--- config.mk ---
export PLATFORM = sky130hd
export DESIGN_NAME = t_counter
export DESIGN_NICKNAME = d
export VERILOG_FILES = /design/src/rtl/t_counter_pkg.sv /design/src/rtl/t_counter_t_ff_cell.sv /design/src/rtl/t_counter.sv
export SDC_FILE = /design/constraint.sdc
export NUM_CORES = 1
export LEC_CHECK = 0
export CORE_AREA = 4 4 41 43
export DETAILED_ROUTE_END_ITERATION = 12
export DIE_AREA = 0 0 45 47
export HOLD_SLACK_MARGIN = 0.15
export PLACE_DENSITY = 0.63
export REMOVE_ABC_BUFFERS = 1
export SLEW_MARGIN = 10
export SYNTH_ARGS = -nofsm -noshare
export SYNTH_HDL_FRONTEND = slang
export SYNTH_SLANG_ARGS = --single-unit
--- constraint.sdc ---
create_clock -name clk -period 1.6 [get_ports clk]
set_input_delay 0.16 -clock clk [delete_from_list [all_inputs] [get_ports clk]]
set_output_delay 0.16 -clock clk [all_outputs]
set_load 0.01 [all_outputs]
--- src/rtl/t_counter_pkg.sv ---
// Shared constants and helpers for the T-flip-flop based up/down counter.
package t_counter_pkg;

  localparam logic DIR_UP = 1'b1;
  localparam logic DIR_DN = 1'b0;

  localparam int MODE_WRAP = 0;
  localparam int MODE_SAT  = 1;

  // Limit a requested load value to the counter's terminal value.
  function automatic logic [15:0] clamp_load(input logic [15:0] val, input logic [15:0] max);
    logic [15:0] res;
    if (val > max) begin
      res = max;
    end else begin
      res = val;
    end
    return res;
  endfunction

endpackage

--- src/rtl/t_counter_t_ff_cell.sv ---
// One counter bit: T flip-flop with a synchronous load path that wins over toggle.
module t_ff_cell (
  input  logic clk,
  input  logic reset,
  input  logic t,
  input  logic ld,
  input  logic d,
  output logic q
);

  // Bit state: async clear, then load, then toggle, else hold.
  always_ff @(posedge clk or posedge reset) begin
    if (reset) begin
      q <= 1'b0;
    end else if (ld) begin
      q <= d;
    end else if (t) begin
      q <= ~q;
    end else begin
      q <= q;
    end
  end

endmodule

--- src/rtl/t_counter.sv ---
// WIDTH-bit up/down counter with programmable modulus, built from T flip-flop
// cells; boundary targets go through the cells' load path so any MAX_COUNT works.
module t_counter
  import t_counter_pkg::*;
#(
  parameter int WIDTH     = 4,
  parameter int MAX_COUNT = 2**WIDTH - 1,
  parameter int SATURATE  = MODE_WRAP
) (
  input  logic             clk,
  input  logic             reset,
  input  logic             en,
  input  logic             up_dn,
  input  logic             load,
  input  logic [WIDTH-1:0] load_val,
  output logic [WIDTH-1:0] q,
  output logic             tc,
  output logic             wrap,
  output logic             sat
);

  localparam logic [WIDTH-1:0] MAX_V    = WIDTH'(MAX_COUNT);
  localparam logic [WIDTH-1:0] ZERO_V   = {WIDTH{1'b0}};
  localparam logic             SAT_MODE = (SATURATE == MODE_SAT);

  logic             at_max_s;
  logic             at_zero_s;
  logic             hit_s;
  logic             ld_all_s;
  logic [WIDTH-1:0] chain_s;
  logic [WIDTH-1:0] t_s;
  logic [WIDTH-1:0] d_s;

  assign at_max_s  = (q == MAX_V);
  assign at_zero_s = (q == ZERO_V);
  assign tc        = (up_dn == DIR_UP) ? at_max_s : at_zero_s;
  // A count request that lands on the boundary in the current direction.
  assign hit_s     = en & ~load & tc;

  // Ripple toggle-enable chain: bit i toggles when all lower bits are 1 (up) or 0 (down).
  always_comb begin
    chain_s    = ZERO_V;
    chain_s[0] = 1'b1;
    for (int i = 1; i < WIDTH; i++) begin
      chain_s[i] = chain_s[i-1] & ((up_dn == DIR_UP) ? q[i-1] : ~q[i-1]);
    end
  end

  // Cell control: load and boundary wrap use the load path, normal steps toggle.
  always_comb begin
    ld_all_s = 1'b0;
    d_s      = ZERO_V;
    t_s      = ZERO_V;
    if (load) begin
      ld_all_s = 1'b1;
      d_s      = WIDTH'(clamp_load(16'(load_val), 16'(MAX_COUNT)));
    end else if (hit_s) begin
      if (SAT_MODE) begin
        t_s = ZERO_V;
      end else begin
        ld_all_s = 1'b1;
        d_s      = (up_dn == DIR_UP) ? ZERO_V : MAX_V;
      end
    end else if (en) begin
      t_s = chain_s;
    end else begin
      t_s = ZERO_V;
    end
  end

  for (genvar g = 0; g < WIDTH; g++) begin : g_cell
    t_ff_cell u_cell (
      .clk  (clk),
      .reset(reset),
      .t    (t_s[g]),
      .ld   (ld_all_s),
      .d    (d_s[g]),
      .q    (q[g])
    );
  end

  // Boundary flags, aligned with the q update they describe.
  always_ff @(posedge clk or posedge reset) begin
    if (reset) begin
      wrap <= 1'b0;
      sat  <= 1'b0;
    end else if (hit_s) begin
      wrap <= ~SAT_MODE;
      sat  <= SAT_MODE;
    end else begin
      wrap <= 1'b0;
      sat  <= 1'b0;
    end
  end

endmodule

==> summary.txt, run 1 <==
Worst hold path
  • Worst min-delay path category: in2reg

Placed design
  • Final Wtd Congestion: 0.6795
  • Placed cells: 75
  • PortBufs: 14
  • Detailed placer's ending HPWL: ~700 µm

Pwr
  • Maximum vdd ir drop: 0.6375 mV
  • Leakage: roughly 0.26 nW
  • Power Density: 778.3 mW/mm²

Synth
  • #FFs+latches synth: 5
  • Post-synth top area share: 30.40%
  • Synthesized area: 411.6 µm²
  • Syn Inst Count: 44
  • EDFF count, synth: 0
  • Cell variety after synth: 25
  • Sequential area share after synthesis: between 30% and 40%
  • Synth warnings: 0
  • Top cells by count, synth: buf_4, dfrtp_1, nand3_1, inv_1, nor3b_1
  • Synth Flop Type: dfrtp_1
  • Area leader, netlist: dfrtp_1
  • Synth area leaders: dfrtp_1, buf_4, mux2i_4
  • Syn Area/Cell: 9.356 µm²
  • Async SR Flop Fraction: 100.0%

STA
  • Final worst slack: -0.01733 ns
  • TNS Setup: -0.01733 ns
  • Final Max Tran Viols: 0
  • Period utilization: 101.1%
  • Hold Vio Cnt, Final: 0
  • Final setup fails: 1
  • Tmin final: 1.617 ns
  • Fmax: 0.6183 GHz
  • Unrepaired setup endpoints after global routing: yes
  • Layout Skew: 0.001840 ns

Floorplan
  • Die X: 45 µm
  • Starting Density: around a third
  • Row Count: 13
  • Die Footprint: roughly 0.0021 mm²
  • Die H: 47 µm
  • Core ar.: ~0.0013 mm²
  • I/O pins: 16

Worst setup path
  • Buf/Inv on CP: 1
  • Crit-path slowest cell: or4_4
  • Crit path max-delay family: simple AND/OR/NAND/NOR gates
  • Worst Path Arrival: between 1 and 1.5 ns
  • CP Launch Type: register
  • Worst setup EP type: output port
  • WS Path Type: reg2out
  • Crit path largest cell delay: 0.55 ns
  • Largest fanout on the critical path: 2
  • Crit path cell chain: or4_4 -> mux2i_4 -> buf_6
  • Worst Path Required: 1.44 ns

Cells and area
  • Post-Layout Cell Count: 81
  • Nets@finish: 76
  • Diode count: 0
  • Share of layout cells above drive strength 1: slightly above 30%
  • Fin util: 48.75%
  • Area grow syn2layout: 54.10%

Run status
  • Outcome: finished, violations left
  • Failing checks: negative setup slack

Route
  • Total vias in the final route: 388
  • Vias per inst: 4.790
  • Final ANT Viol Nets: 0
  • DRC Markers: 0
  • Drt pass-1 iters: 4
  • Post-DR wirelength/cell: 10.60 µm
  • Routed WL: 859 µm
  • Drt initial violations: 2

GRT
  • Initial antenna violation count: 0
  • GRT overflow: 0
  • GRT Total Usage: 9.667%
  • Vias in the first global route: 358
  • Largest net degree at the start of global routing: 9
  • First-pass GRT wire length: 1.414 mm

Clock network
  • Clk buf depth: 2
  • Clock Tree Root: clkbuf_4
  • CTS HTree Levels: 1
  • Cts bufs inserted: 3
  • CTS tree: yes
  • Clock Latency Late Sink: between 0.2 and 0.25 ns
  • Clk sinks: 5
  • Reg clk slew, reported paths: around 0.040 ns

Flow run
  • MaxCap Viol Count: 0
timing repair:
item	in CTS	in global routing
pin swaps	0	1
hold endpoints to repair	5	0
gates resized for setup	4	1
setup endpoints to repair	1	2
setup buffers	0	1
hold buffers	1	0
per-stage QoR:
step / hold WS, ns / cell area (µm²) / power, mW / worst slack [ns]
after floorplan: -0.06148 / 355.3 / 0.2394 / 0.08693
after global placement: 0.3745 / 589.3 / 0.3468 / -0.3678
after detailed placement: 0.3754 / 589.3 / 0.3480 / -0.3809
after CTS: 0.4761 / 620.6 / 0.4962 / -0.04053
after global routing: 0.4855 / 634.4 / 0.5314 / -0.05794
final: 0.4800 / 634.4 / 0.4937 / -0.01733
layout by cell type (no fill, tap or decap), types with 2 or more instances in the layout:
cell	netlist	final
nand4b_1	2	2
clkdlybuf4s50_1	0	13
nand3_1	4	4
nor3b_1	3	3
buf_4	5	11
clkbuf_4	0	3
nand2_1	2	2
dfrtp_1	5	5
xnor2_1	2	2
inv_1	3	3
metal layers:
metal | up-vias | track usage (%) | wire (µm)
met5 | - | 0 | 0
met4 | 0 | 1.754 | 0
met3 | 0 | 7.280 | 101
met2 | 18 | 15.54 | 401
met1 | 172 | 10.32 | 356
li1 | 198 | - | -
cell type report:
class	count	area [µm²]
fillers	137	666.9
repair buffers	26	234.0
multi-input cells	28	219.0
flip-flops and latches	5	125.1
clock buffers	4	26.28
well taps	15	18.77
inverters	3	11.26
cell families (layout without fill, tap and decap cells):
| kind of cell | Yosys count | after routing | share of synthesized area, % |
|---|---|---|---|
| AOI/OAI and AO/OA | 7 | 7 | 14.89 |
| xor gates and xnor gates | 2 | 2 | 4.256 |
| buffers and inverters | 11 | 33 | 16.41 |
| DFF | 5 | 5 | 30.40 |
| muxes | 1 | 1 | 5.471 |
| other | 1 | 1 | 0.9110 |
| and+or+nand+nor | 17 | 17 | 27.66 |
sequential cells by signal, indices dropped and copies added, names as in the netlist:
name	flops
g_cell.u_cell.q	4
wrap	1
worst min-delay path, cell delays in order:
cell,delay (ns)
clkdlybuf4s50_1,0.39
nand2_1,0.06
o21ai_0,0.06
path summary, 6_finish.rpt:
| kind | from | end | slack [ns] | depth (start not counted) |
|---|---|---|---|---|
| min in group asynchronous | reset | g_cell[2].u_cell.q | 0.67 | 3 |
| worst min-delay path | load_val[0] | g_cell[0].u_cell.q | 0.48 | 3 |
| worst max-delay path | g_cell[0].u_cell.q | tc | -0.02 | 3 |
| max in group asynchronous | reset | g_cell[0].u_cell.q | 0.76 | 3 |
| worst min register to register | g_cell[3].u_cell.q | g_cell[3].u_cell.q | 0.71 | 2 |
| worst max register to register | g_cell[0].u_cell.q | wrap | 0.05 | 5 |
where the power goes:
group / internal [mW] / switching, mW / total [mW]
clock: 0.0942 / 0.0497 / 0.144
sequential: 0.143 / 0.0142 / 0.157
combinational: 0.115 / 0.0777 / 0.193
Note: power is estimated with default switching activity, not from simulation.
==> run 2: changes to the inputs <==
--- a/config.mk
+++ b/config.mk
@@ -5,11 +5,12 @@
 export SDC_FILE = /design/constraint.sdc
 export NUM_CORES = 1
 export LEC_CHECK = 0
+export CAP_MARGIN = 30
 export CORE_AREA = 4 4 41 43
 export DETAILED_ROUTE_END_ITERATION = 12
 export DIE_AREA = 0 0 45 47
 export HOLD_SLACK_MARGIN = 0.15
-export PLACE_DENSITY = 0.63
+export PLACE_DENSITY = 0.6
 export REMOVE_ABC_BUFFERS = 1
 export SLEW_MARGIN = 10
 export SYNTH_ARGS = -nofsm -noshare
==> run 2 against run 1 <==
  * The run still ends with negative setup slack left
  * Clock power increased by 8%
  * Register-to-register slack about the same
  * Global-route usage increased by 1.8 points
  * First-iteration DRC count increased to 3.5 times the previous value
  * Critical path depth unchanged
  * Count of clock-buffer cells in the layout unchanged
  * Setup slack got worse by 0.046 ns
  * Sequential power about the same
  * Worst hold slack got worse by 0.0058 ns
  * Fmax decreased by 2.8%
  * Design area decreased by 3.4%
  * Largest power group unchanged
  * Highest routed layer unchanged
==> summary.txt, run 2 (synthesis gave the netlist of run 1 again) <==
Worst hold path
  • Hold_sp: load_val[1]
  • Hold path endpoint: g_cell[1].u_cell.q
  • Min-Delay Path Depth: 3 (unchanged)
  • Worst min-delay path category: in2reg

Floorplan
  • Starting Density: 31.63% (unchanged)
  • Die H: 47 µm (unchanged)
  • I/O pins: 16 (unchanged)
  • Row Count: 13 (unchanged)
  • Die Footprint: 0.002115 mm² (unchanged)
  • Die X: 45 µm (unchanged)
  • Core ar.: 0.001301 mm² (unchanged)

Placed design
  • Final Wtd Congestion: 0.7197 (+5.9%)
  • PortBufs: 14 (unchanged)
  • Placed cells: 74 (-1.3%)
  • Detailed placer's ending HPWL: 792.9 µm (+13%)

Worst setup path
  • Largest fanout on the critical path: 2 (unchanged)
  • R2r worst-path depth: 4 (-1)
  • R2R Setup Slk: 0.05 ns (about the same)
  • Capturing point of the worst reg2reg path: g_cell[2].u_cell.q
  • Worst Path Required: 1.44 ns (about the same)
  • WS Path Type: reg2out
  • CP Launch Type: register
  • R2R Path Start: g_cell[0].u_cell.q
  • Worst setup EP type: output port
  • Worst Path Arrival: 1.50 ns (+0.04 ns)

GRT
  • Largest net degree at the start of global routing: 9 (unchanged)
  • GRT Total Usage: 11.42% (+1.8 points)
  • Initial antenna violation count: 0 (unchanged)
  • Vias in the first global route: 419 (+17%)
  • GRT overflow: 0 (unchanged)
  • First-pass GRT wire length: 1.697 mm (+20%)

Cells and area
  • Nets@finish: 74 (-2.6%)
  • Most common cell after layout, fill and taps aside: clkdlybuf4s50_1
  • Post-Layout Cell Count: 79 (-2.5%)
  • Diode count: 0 (unchanged)
  • Max reg flops: 4 (unchanged)
  • Area grow syn2layout: 48.94%
  • Reg with most FFs: g_cell.u_cell.q
  • Commonest non-fill, non-tap cells in the layout: clkdlybuf4s50_1, buf_4, dfrtp_1
  • Layout fillers: 149 (+8.8%)
  • Share of layout cells above drive strength 1: 28.13% (-2.2 points)
  • Largest registers: g_cell.u_cell.q: 4 flops, wrap: 1 flops

Flow run
  • MaxCap Viol Count: 0 (unchanged)

STA
  • Final Max Tran Viols: 0 (unchanged)
  • Period utilization: 104.0% (+2.9 points)
  • Hold Vio Cnt, Final: 0 (unchanged)
  • Layout Skew: 0.007956 ns (+0.006116 ns)
  • Final setup fails: 1 (unchanged)
  • Tmin final: 1.663 ns (+0.04595 ns)
  • TNS Setup: -0.06328 ns (-0.04595 ns)
  • Final worst slack: -0.06328 ns (-0.04595 ns)
  • Fmax: 0.6012 GHz (-2.8%)
  • Unrepaired setup endpoints after global routing: yes
  • Minimum hold slack: 0.4742 ns (-0.005830 ns)

Clock network
  • CTS HTree Levels: 1 (unchanged)
  • Post-CTS setup buffers: 0 (unchanged)
  • Clk buf depth: 2 (unchanged)
  • Clock Latency Late Sink: 0.25 ns (about the same)
  • Clk sinks: 5 (unchanged)
  • Cts bufs inserted: 3 (unchanged)
  • Clock Tree Root: clkbuf_4
  • CTS tree: yes
  • Reg clk slew, reported paths: 0.05 ns (about the same)

Route
  • Total vias in the final route: 387 (-0.26%)
  • Vias per inst: 4.899 (+2.3%)
  • Post-DR wirelength/cell: 12.80 µm (+21%)
  • DRC Markers: 0 (unchanged)
  • Drt initial violations: 7 (+5)
  • Final ANT Viol Nets: 0 (unchanged)
  • Routed WL: 1.011 mm (+18%)
  • Drt pass-1 iters: 4 (unchanged)

Run status
  • Failing checks: negative setup slack
  • Outcome: finished, violations left

Pwr
  • Leakage: 0.2535 nW (-4.1%)
  • Maximum vdd ir drop: 0.3879 mV (-39%)
  • Power Density: 815.1 mW/mm² (+4.7%)
[run 2: cell types whose count changed in the layout (fill, tap and decap cells not counted), sizes merged]
cell	previous run	this run
buf	12	10
[run 2: worst max-delay path by stage]
stage / cells past startpoint / slack, ns / start / endpoint
after floorplan: 3 / 0.09 / g_cell[0].u_cell.q / wrap
after CTS: 3 / -0.08 / g_cell[0].u_cell.q / tc
after global routing: 3 / -0.09 / g_cell[0].u_cell.q / tc
after global placement: 4 / -0.36 / up_dn / tc
final: 3 / -0.06 / g_cell[0].u_cell.q / tc
after detailed placement: 4 / -0.39 / up_dn / tc
[run 2: per-layer routing]
metal  vias to the layer above  wire length (µm)  GRT usage [%]
met3                         0                80          3.065
met5                         -                 0              0
li1                        194                 -              -
met1                       180               421          12.18
met2                        13               509          20.06
met4                         0                 0          7.018
[run 2: metrics by stage]
step / instance area [µm²] / total power, mW / util [%] / worst slack [ns]
6_report: 613.1 / 0.4997 / 47.12 / -0.06328
5_1_grt: 613.1 / 0.5278 / 47.12 / -0.09186
4_1_cts: 613.1 / 0.5083 / 47.12 / -0.07561
3_5_place_dp: 581.8 / 0.3479 / 44.71 / -0.3855
3_3_place_gp: 581.8 / 0.3447 / 44.71 / -0.3640
2_1_floorplan: 355.3 / 0.2394 / - / 0.08693
[run 2: layout make-up]
type,instances,area [µm²],area share [%]
Inverter,3,11.26,1.837
Sequential cell,5,125.1,20.41
Tap cell,15,18.77,3.061
Multi-Input combinational cell,28,219.0,35.71
Timing Repair Buffer,24,212.7,34.69
Clock buffer,4,26.28,4.286
[run 2: worst max-delay path, cell delays in order (launching register included)]
cell and delay [ns]:
dfrtp_1 0.38, or4_4 0.56, mux2i_4 0.16, buf_2 0.15
[run 2: what timing repair did]
item	in CTS	in global routing
gates cloned	0	0
hold buffers	1	0
resized for setup	4	0
endpoints found under the setup margin	1	2
hold endpoints to repair	5	0
pin swaps	0	1
[run 2: where the power goes]
group	switching (mW)	internal, mW	leakage (nW)
Clock	0.0600	0.0948	0.0150
Combinational	0.0789	0.109	0.177
Sequential	0.0144	0.142	0.0614
Total	0.153	0.346	0.253
==> run 3: changes to the inputs <==
--- a/config.mk
+++ b/config.mk
@@ -10,7 +10,7 @@
 export DETAILED_ROUTE_END_ITERATION = 12
 export DIE_AREA = 0 0 45 47
 export HOLD_SLACK_MARGIN = 0.15
-export PLACE_DENSITY = 0.6
+export PLACE_DENSITY = 0.67
 export REMOVE_ABC_BUFFERS = 1
 export SLEW_MARGIN = 10
 export SYNTH_ARGS = -nofsm -noshare
==> run 3 against run 2 <==
  * Global-route usage decreased by 0.63 points
  * Via count decreased by 1.0%
  * Final cell count unchanged
  * Power decreased by 1.4%
  * Largest cell class unchanged
  * First-iteration DRC count decreased by 29%
  * Clock power decreased by 6%
  * Critical endpoint unchanged
  * The flow still finishes with violations (negative setup slack)
  * Clock skew decreased by 0.0023 ns
  * Combinational power about the same
  * Worst hold slack improved by 0.010 ns
  * Critical path depth unchanged
  * Sequential power about the same
  * Routed wire length decreased by 9.3%
==> summary.txt, run 3 (synthesis gave the netlist of run 1 again) <==
Floorplan
  • Die X: 45 µm (unchanged)
  • Core ar.: 0.001301 mm² (unchanged)
  • Die H: 47 µm (unchanged)
  • I/O pins: 16 (unchanged)
  • Starting Density: 31.63% (unchanged)
  • Row Count: 13 (unchanged)
  • Die Footprint: 0.002115 mm² (unchanged)

Route
  • Final ANT Viol Nets: 0 (unchanged)
  • DRC Markers: 0 (unchanged)
  • Drt pass-1 iters: 2 (-2)
  • Drt initial violations: 5 (-2)
  • Post-DR wirelength/cell: 11.61 µm (-9.3%)
  • Vias per inst: 4.848 (-1.0%)
  • Total vias in the final route: 383 (-1.0%)
  • Routed WL: 917 µm (-9.3%)

Worst setup path
  • Largest fanout on the critical path: 2 (unchanged)
  • WS Path Type: reg2out
  • Worst Path Required: 1.44 ns (about the same)
  • Worst setup EP type: output port
  • CP Launch Type: register
  • Worst Path Arrival: 1.47 ns (-0.03 ns)

Clock network
  • Cts bufs inserted: 3 (unchanged)
  • Clock Tree Root: clkbuf_4
  • CTS HTree Levels: 1 (unchanged)
  • CTS tree: yes
  • Clk buf depth: 2 (unchanged)
  • Post-CTS setup buffers: 0 (unchanged)
  • Clk sinks: 5 (unchanged)
  • Reg clk slew, reported paths: 0.04 ns (about the same)
  • Clock Latency Late Sink: 0.24 ns (about the same)

GRT
  • GRT Total Usage: 10.79% (-0.63 points)
  • Vias in the first global route: 408 (-2.6%)
  • First-pass GRT wire length: 1.587 mm (-6.5%)
  • GRT overflow: 0 (unchanged)
  • Initial antenna violation count: 0 (unchanged)
  • Largest net degree at the start of global routing: 9 (unchanged)

Pwr
  • Reg power frac: 32.1% (+0.7 points)
  • Clk pwr share: 29.5% (-1.5 points)
  • Leakage: 0.2543 nW (+0.31%)
  • Internal: 0.3484 mW (+0.56%)
  • Maximum vdd ir drop: 0.4344 mV (+12%)
  • Power Density: 795.3 mW/mm² (-2.4%)
  • NetSw: 0.1442 mW (-5.9%)
  • Switching share of power: 29.27% (-1.4 points)
  • Part of the power in combinational logic: 38.4% (+0.8 points)

STA
  • Final setup fails: 1 (unchanged)
  • Period utilization: 101.7% (-2.2 points)
  • TNS Setup: -0.02788 ns (+0.03540 ns)
  • Final worst slack: -0.02788 ns (+0.03540 ns)
  • Unrepaired setup endpoints after global routing: yes
  • Tmin final: 1.628 ns (-0.03540 ns)
  • Hold Vio Cnt, Final: 0 (unchanged)
  • Minimum hold slack: 0.4843 ns (+0.01011 ns)
  • Final Max Tran Viols: 0 (unchanged)
  • Layout Skew: 0.005694 ns (-0.002262 ns)
  • Fmax: 0.6143 GHz (+2.2%)

Cells and area
  • Fin util: 47.60% (+0.48 points)
  • Commonest non-fill, non-tap cells in the layout: clkdlybuf4s50_1, buf_4, dfrtp_1
  • Layout fillers: 137 (-8.1%)
  • Area of the multi-input gates: 219.0 µm² (unchanged)
  • Reg area: 125.1 µm² (unchanged)
  • Most common cell after layout, fill and taps aside: clkdlybuf4s50_1
  • Nets@finish: 74 (unchanged)
  • Reg with most FFs: g_cell.u_cell.q
  • Diode count: 0 (unchanged)
  • Max reg flops: 4 (unchanged)
  • Area grow syn2layout: 50.46%
  • Largest registers: g_cell.u_cell.q: 4 flops, wrap: 1 flops
  • Final Cell Area: 619.3 µm² (+1.0%)
  • Share of layout cells above drive strength 1: 28.13% (unchanged)

Run status
  • Outcome: finished, violations left
  • Failing checks: negative setup slack

Placed design
  • Place WS: -0.3713 ns (+0.01419 ns)
  • PortBufs: 14 (unchanged)
  • Placed cell areas: 581.8 µm² (unchanged)
  • Detailed placer's ending HPWL: 721.1 µm (-9.1%)
  • Final Wtd Congestion: 0.7181 (-0.22%)

Worst hold path
  • Worst min-delay path category: in2reg

Flow run
  • MaxCap Viol Count: 0 (unchanged)
-- run 3: cell counts in the layout (fill, tap and decap cells not counted) --
No cell type changed its count.
-- run 3: worst max-delay path: stages (launching register included) --
cell and delay, ns:
dfrtp_1 0.38, or4_4 0.56, mux2i_4 0.17, buf_6 0.12
-- run 3: final cells by class --
| type | instances | share of cell area, % |
|---|---|---|
| clock buffers | 4 | 4.242 |
| inverters | 3 | 1.818 |
| multi-input cells | 28 | 35.35 |
| flip-flops and latches | 5 | 20.20 |
| well taps | 15 | 3.030 |
| repair buffers | 24 | 35.35 |
-- run 3: through the flow --
stage               power (mW)  instances
global route            0.5240         79
global placement        0.3442         74
finish                  0.4926         79
floorplan               0.2394         36
detailed placement      0.3456         74
CTS                     0.4976         79
-- run 3: final timing paths --
kind | cells after the start | from | slack, ns | endpoint
max | 3 | g_cell[1].u_cell.q | -0.03 | tc
min | 3 | load_val[0] | 0.48 | g_cell[0].u_cell.q
max reg2reg | 4 | g_cell[0].u_cell.q | 0.06 | g_cell[2].u_cell.q
min reg2reg | 2 | g_cell[3].u_cell.q | 0.69 | g_cell[3].u_cell.q
max in group asynchronous | 3 | reset | 0.75 | g_cell[0].u_cell.q
min in group asynchronous | 3 | reset | 0.67 | wrap
-- run 3: power groups by stage --
stage	Combinational, mW	Sequential (mW)	Clock [mW]
5_1_grt	0.205	0.160	0.159
2_1_floorplan	0.0626	0.177	0
4_1_cts	0.189	0.157	0.152
6_report	0.189	0.158	0.145
3_5_place_dp	0.187	0.158	0
3_3_place_gp	0.186	0.158	0
-- run 3: per-layer routing --
layer	track usage, %	routed length, µm	share of wire (%)
met5	0	0	0
met4	3.509	0	0
met3	7.280	103	11
met2	18.64	403	44
met1	10.37	410	45
-- run 3: what timing repair did --
action	4_1_cts	5_1_grt
gates resized for setup	4	1
endpoints found under the hold margin	5	0
hold buffers	1	0
setup endpoints to repair	1	2
pin swaps	1	2
gates cloned	0	0
